File: config.mk
export PLATFORM = sky130hd
export DESIGN_NAME = serial_mac
export DESIGN_NICKNAME = d
export VERILOG_FILES = /design/src/rtl/serial_mac.sv
export SDC_FILE = /design/constraint.sdc
export NUM_CORES = 1
export LEC_CHECK = 0
export CAP_MARGIN = 20
export CORE_MARGIN = 5
export CORE_UTILIZATION = 50
export DETAILED_ROUTE_END_ITERATION = 8
export GPL_TIMING_DRIVEN = 1
export PLACE_DENSITY = 0.73
export REMOVE_ABC_BUFFERS = 1
export SYNTH_ARGS = -nofsm -noshare
export SYNTH_HDL_FRONTEND = slang
export SYNTH_SLANG_ARGS = --single-unit
export TNS_END_PERCENT = 20
File: constraint.sdc
create_clock -name clk -period 11 [get_ports clk]
set_input_delay 2.2 -clock clk [delete_from_list [all_inputs] [get_ports clk]]
set_output_delay 2.2 -clock clk [all_outputs]
set_load 0.05 [all_outputs]
File: src/rtl/serial_mac.sv
// Bit-serial sign-magnitude multiply-accumulate lane. The neuron is taken in parallel
// and the weight serially (sign first, then magnitude MSB first). Products are summed
// in a wrapping two's-complement accumulator, and a saturated result is emitted on the last term.
module serial_mac #(
  parameter int DATA_W    = 16,
  parameter int INT_W     = 5,
  parameter int FRAC_W    = 10,
  parameter int ACC_GUARD = 8
) (
  input  logic              clk,
  input  logic              reset,
  input  logic              in_valid,
  output logic              in_ready,
  input  logic              first,
  input  logic              last,
  input  logic [DATA_W-1:0] neuron,
  input  logic              weight_bit,
  output logic              out_valid,
  input  logic              out_ready,
  output logic [DATA_W-1:0] out,
  output logic              sat,
  output logic [1:0]        dbg_state
);

  localparam int MAG_W  = INT_W + FRAC_W;
  localparam int PROD_W = 2 * MAG_W;
  localparam int TERM_W = PROD_W - FRAC_W;
  localparam int ACC_W  = TERM_W + ACC_GUARD + 1;
  localparam int CNT_W  = $clog2(MAG_W + 1);

  localparam logic [CNT_W-1:0] CNT_LAST = CNT_W'(MAG_W - 1);
  localparam logic [ACC_W-1:0] MAG_MAX  = {{(ACC_W - MAG_W){1'b0}}, {MAG_W{1'b1}}};

  // Handshakes: a term is accepted on a rising edge with in_valid && in_ready;
  // a result is consumed on a rising edge with out_valid && out_ready.
  typedef enum logic [1:0] {
    S_IDLE = 2'd0,
    S_MUL  = 2'd1,
    S_ACC  = 2'd2,
    S_DONE = 2'd3
  } state_e;

  state_e              state_q;
  logic [PROD_W-1:0]   partial_q;
  logic [CNT_W-1:0]    cnt_q;
  logic [ACC_W-1:0]    acc_q;
  logic [MAG_W-1:0]    nmag_q;
  logic                nsign_q;
  logic                wsign_q;
  logic                first_q;
  logic                last_q;
  logic [DATA_W-1:0]   out_q;
  logic                sat_q;

  logic [PROD_W-1:0]   partial_d;
  logic [ACC_W-1:0]    term_ext;
  logic [ACC_W-1:0]    acc_base;
  logic [ACC_W-1:0]    acc_d;
  logic                acc_neg;
  logic [ACC_W-1:0]    acc_mag;
  logic [DATA_W-1:0]   out_d;
  logic                sat_d;

  always_comb begin
    partial_d = (partial_q << 1)
              + (weight_bit ? {{(PROD_W - MAG_W){1'b0}}, nmag_q} : '0);
    // Truncating the magnitude before applying the sign rounds toward zero.
    term_ext  = {{(ACC_W - TERM_W){1'b0}}, partial_q[PROD_W-1:FRAC_W]};
    acc_base  = first_q ? '0 : acc_q;
    acc_d     = (nsign_q ^ wsign_q) ? (acc_base - term_ext) : (acc_base + term_ext);
    acc_neg   = acc_d[ACC_W-1];
    acc_mag   = acc_neg ? (~acc_d + 1'b1) : acc_d;
    // A negative accumulator never has zero magnitude, so the sign bit cannot produce -0.
    if (acc_mag > MAG_MAX) begin
      out_d = {acc_neg, {MAG_W{1'b1}}};
      sat_d = 1'b1;
    end else begin
      out_d = {acc_neg, acc_mag[MAG_W-1:0]};
      sat_d = 1'b0;
    end
  end

  always_ff @(posedge clk or negedge reset) begin
    if (!reset) begin
      state_q   <= S_IDLE;
      partial_q <= '0;
      cnt_q     <= '0;
      acc_q     <= '0;
      nmag_q    <= '0;
      nsign_q   <= 1'b0;
      wsign_q   <= 1'b0;
      first_q   <= 1'b0;
      last_q    <= 1'b0;
      out_q     <= '0;
      sat_q     <= 1'b0;
    end else begin
      case (state_q)
        S_IDLE: begin
          if (in_valid) begin
            nmag_q    <= neuron[MAG_W-1:0];
            nsign_q   <= neuron[DATA_W-1];
            wsign_q   <= weight_bit;
            first_q   <= first;
            last_q    <= last;
            partial_q <= '0;
            cnt_q     <= '0;
            state_q   <= S_MUL;
          end
        end
        S_MUL: begin
          partial_q <= partial_d;
          cnt_q     <= cnt_q + 1'b1;
          if (cnt_q == CNT_LAST) begin
            state_q <= S_ACC;
          end
        end
        S_ACC: begin
          acc_q <= acc_d;
          if (last_q) begin
            out_q   <= out_d;
            sat_q   <= sat_d;
            state_q <= S_DONE;
          end else begin
            state_q <= S_IDLE;
          end
        end
        S_DONE: begin
          if (out_ready) begin
            state_q <= S_IDLE;
          end
        end
        default: state_q <= S_IDLE;
      endcase
    end
  end

  assign in_ready  = (state_q == S_IDLE);
  assign out_valid = (state_q == S_DONE);
  assign out       = out_q;
  assign sat       = sat_q;
  assign dbg_state = state_q;

endmodule

Yosys cells after proc, flatten, opt, wreduce, memory -nomap -nowiden:

Cells that the tools add are included.

* equal/unequal tests: 7
* bitwise operators: 2
* magnitude comparators: 1
* multiplexer cells: 15
* $add $sub $neg: 5
* reductions and logical operators: 6

Operators by type and width (number)
* $mux 29: 3
* $pmux 30 s2: 1
* $add 30x15->30: 1
* $mux 15: 2
* $mux 30: 1
* $add 29x1->29 const B: 1
* $add 29x20->29: 1
* $gt 29x15->1 const B: 1
* $not 29->29: 1
* $sub 29x20->29: 1
* $mux 2: 4
* $pmux 2 s4: 1
* $pmux 4 s2: 1
* $reduce_and 2->1: 3
* $add 4x1->4 const B: 1
* $eq 2x2->1 const B: 2
* $eq 4x4->1 const B: 1
* $mux 4: 1
* $ne 2x2->1 const B: 2
* $reduce_and 3->1: 1
* $eq 2x1->1 const B: 1
* $logic_not 2->1: 1
* $ne 2x1->1 const B: 1
* $reduce_bool 2->1: 1
* other kinds (2): 2

* bits of input ports: 23
* logic and storage cells: 47
* output and inout bits: 21
* register bits after elaboration: 101

Logic depth before layout (Yosys ltp):

* word-level depth: 8
* mapped depth: 23
* depth with buffers taken out: 20

Worst setup path after synthesis:

No wires, ideal clock.

* path kind: input to register
* from: in weight_bit
* to: reg partial_q[29]
* path slack: 5.730 ns
* cell stages on the path: 15
* library setup time: 0.083 ns
* required time: 10.917 ns
* arrival: 5.188 ns
* cell sequence: and2_1 > ha_1 > fa_1 > a21o_1 > a21oi_1 > o21bai_1 > a21oi_1 > o21bai_1 > a21o_1 > a21oi_1 > o21ai_0 > a311oi_1 > nor4b_1 > xnor2_1 > o21ai_0

* word-level cells in the longest chain between the ends: 3

Ends and longest elaborated chain
* start, declared: line 17 `input logic weight_bit,`
* $mux 15: line 66 `+ (weight_bit ? {{(PROD_W - MAG_W){1'b0}}, nmag_q} : '0);`
* $add 30x15->30: line 66
* $pmux 30 s2: line 97 `case (state_q)`
* end signal, assigned: line 111 `partial_q <= partial_d;`
* end, declared: line 44 `logic [PROD_W-1:0] partial_q;`

No other way between the ends.
A chain may end at the register's enable or synchronous reset.

Worst setup path after layout:

* from: reg partial_q[12]
* to: reg out_q[14] (netlist: out[14])

* word-level cells in the longest chain between the ends: 7

Ends and longest elaborated chain
* $add 29x20->29 or $sub 29x20->29 (tied branches): line 70 `acc_d = (nsign_q ^ wsign_q) ? (acc_base - term_ext) : (acc_base + term_ext);`
* $mux 29 (*): line 70
* $not 29->29: line 72 `acc_mag = acc_neg ? (~acc_d + 1'b1) : acc_d;`
* $add 29x1->29: line 72
* $mux 29 (*): line 72
* $gt 29x15->1: line 74 `if (acc_mag > MAG_MAX) begin`
* $mux 15 (*): line 74
* end signal, assigned: line 120 `out_q <= out_d;`
* end, declared: line 52 `logic [DATA_W-1:0] out_q;`

Every way passes the cells marked *; elsewhere a longest branch is shown, timed or not.

==> impl_results.md <==
* Status: complete, no violations
* Commonest non-fill, non-tap cell in the layout: nand2_1
* Synthesized flop and latch total at ~100
* Yosys warns at 0
* RD Place Congestion at around 0.9
* Layout cells sized above 1 at 0.0626
* Remaining Overflow, GRT at 0
* Global-route wire length before repair at ~32000 um
* Initial antenna violation count at 0
* Most used cell, CP: a21oi_1
* Initial Util at 0.503
* Postcts setup bufs at 0
* Arrival time at the worst endpoint at between 6 and 7 ns
* Inserted Clock Buffers at 9
* Max-Cap Viols at 0
* Worst Tran Pin Value at ~1.1 ns
* CP required at 11.20 ns
* Post_cts resized at 0
* Clock root buffer: clkbuf_16
* Asr flop ratio synth at 1.00
* Largest net degree at the start of global routing at 76
* Die Wd at 138 um
* Final core utilization at 0.550
* TNS Setup at 0 ns
* Avg Inst Size Synth at between 8 and 9 um^2
* Skew-Pair Late Insertion Delay at ~0.35 ns
* Critical path's slowest cell: nor4_4
* Dpl hpwl at between 10000 and 15000 um
* Worst path cell trace: nor4_1 > nand2_1 > nor3_1 > a21oi_1 > xnor2_1 > ha_1 > a21oi_1 > nand2_1 > a221o_1 > or3_1 > o211a_1 > a21o_1 > nor4b_1 > o2111ai_1 > mux2i_1 > a21oi_1 > nor4_4 > a21oi_1
* Post-DR vias/cell at around 5.7
* Ant. Diodes at 0
* Cell taking the most area after synthesis: dfrtp_1
* Post-Route WL at ~19000 um
* Area Growth Syn to Fin at 9.36%
* FP Rows at 47
* Cells after Synth at 1019
* Die ar. at between 0.015 and 0.02 mm^2
* Initial drt markers at slightly above 600
* Hold Crit Class: flop to flop
* Final Hold Vio Count at 0
* Final Slew Violations at 0
* Final Cycle Share at 0.568
* Rel. slew slack at 0.284
* Maximum clock frequency at 0.160 GHz
* Top cell type's share of synthesized area at 0.306
* Met1 global-route usage at 0.269
* GRT Overall Usage at 0.197
* Via count at ~7000
* CP Class: flop to flop
* H-tree depth at 3
* ANT nets after route at 0
* Leading cell types in the layout, fill and taps excluded: nand2_1, dfrtp_1, o21ai_0, nor2_1, xnor2_1
* DRC at 0
* Vert. Die Dim at between 100 and 150 um
* Setup crit start kind: flop
* Crit path time final at 6.25 ns
* M2 GR Usage at 0.327
* CTS tree: built
* Routed len/inst at 15.2 um
* CP Capture Type: flop
* Setup-failing EPs final at 0
* Seq/Total Area, Yosys at 0.306
* Worst-path clk slew at approximately 0.07 ns
* Core Region at between 0.015 and 0.02 mm^2
* Post-synth EDFFs at 0
* Cts-stage hold buffer count at 0
* # fillers at 1535
* Top FF cell, synth: dfrtp_1
* Worst-path fanout max at 16
* Clock Skews at between 0.007 and 0.008 ns
* Buf/Inv on CP at 0
* IO Port Bufs at 43
* Num ports at 44
* Nets at 1088
* RSZ-0062 raised after global routing: false
* Synth Cell Area at slightly above 0.008 mm^2
* Met3 usage at 0.0352
* Critical Path Max Stage Delay at ~0.90 ns
* Vias in the first global route at roughly 6600
* Worst path top cell family by delay: simple AND/OR/NAND/NOR gates
* Grt peak-use layer: met2
* CTS Buffer Depth at 2
* Drt pass-1 iters at 5
* Sink Count at between 100 and 150
* Count of cell types in the netlist at 82
* Synth area leaders: dfrtp_1, ha_1, nand2_1
## per-layer routing
layer / up-vias / share of wire
met5: - / 0
met4: 0 / 0.014
met3: 22 / 0.040
met2: 154 / 0.47
met1: 3326 / 0.48
li1: 3614 / -
## cell families after synthesis
logic type	after synthesis	synth area share
flops	101	0.306
buf+inv	83	0.0428
mux	9	0.0118
fa+ha+maj	48	0.0746
simple gates	431	0.262
xor+xnor	83	0.0890
compound gates	264	0.213
## through the flow
stage,hold slack (ns),instance area [um^2],cells,setup WS [ns]
finish,0.469,9020,1242,4.75
global route,0.493,9020,1242,4.06
CTS,0.472,9020,1241,4.75
detailed placement,0.454,8730,1225,4.45
global placement,0.450,8730,1225,4.58
floorplan,0.437,7970,955,5.69
## tightest hold or removal path, cell delays in order, from the launching register on
cell and delay, ns:
dfrtp_1 0.34, nand2_1 0.05, nand2_1 0.06
## cell type report
cell class              count  area (um^2)  area share
inverters                  19         71.3     0.00790
multi-input cells         835         5370       0.595
well taps                 220          275      0.0305
clock inverters             5         40.0     0.00444
clock buffers              11          253      0.0280
flip-flops and latches    101         2530       0.280
repair buffers             51          485      0.0538
## worst paths after layout
kind / startpoint / endpoint / slack [ns] / depth (start not counted)
min: nmag_q[4] / nmag_q[4] / 0.47 / 2
max in group asynchronous: reset / acc_q[26] / 7.96 / 2
max reg2reg: partial_q[12] / out[14] / 4.75 / 18
min in group asynchronous: reset / out[1] / 1.76 / 1
min reg2reg: nmag_q[4] / nmag_q[4] / 0.47 / 2
max: partial_q[12] / out[14] / 4.75 / 18
## Yosys cell counts (4+ instances only)
library cell / n
nor2_1: 80
clkbuf_1: 48
nand3b_1: 4
o21ai_1: 5
o21bai_1: 8
o211a_1: 4
o2111ai_1: 6
a311oi_1: 4
a21oi_1: 48
xor2_1: 31
and4_1: 10
nor2b_1: 31
nand2b_1: 9
o211ai_1: 5
o31ai_1: 6
and3_1: 14
a21oi_2: 11
nor3_1: 19
o41ai_1: 7
nor4_1: 7
a31oi_1: 12
dfrtp_1: 101
nand3_1: 34
or3_1: 6
nor3b_1: 7
a21o_1: 17
nand2_1: 149
nand4_1: 12
a211o_1: 4
and2_1: 27
mux2i_1: 6
xnor2_1: 51
buf_2: 9
inv_1: 19
o21ai_0: 88
ha_1: 46
## sequential cells by signal, indices dropped and copies added, names as in the netlist
register,count
acc_q,29
cnt_q,4
dbg_state,2
first_q,1
last_q,1
nmag_q,15
nsign_q,1
out,16
partial_q,30
sat,1
wsign_q,1
Power is not shown: default switching activity piles up to over one toggle a cycle in this logic, so the estimate is an artifact.
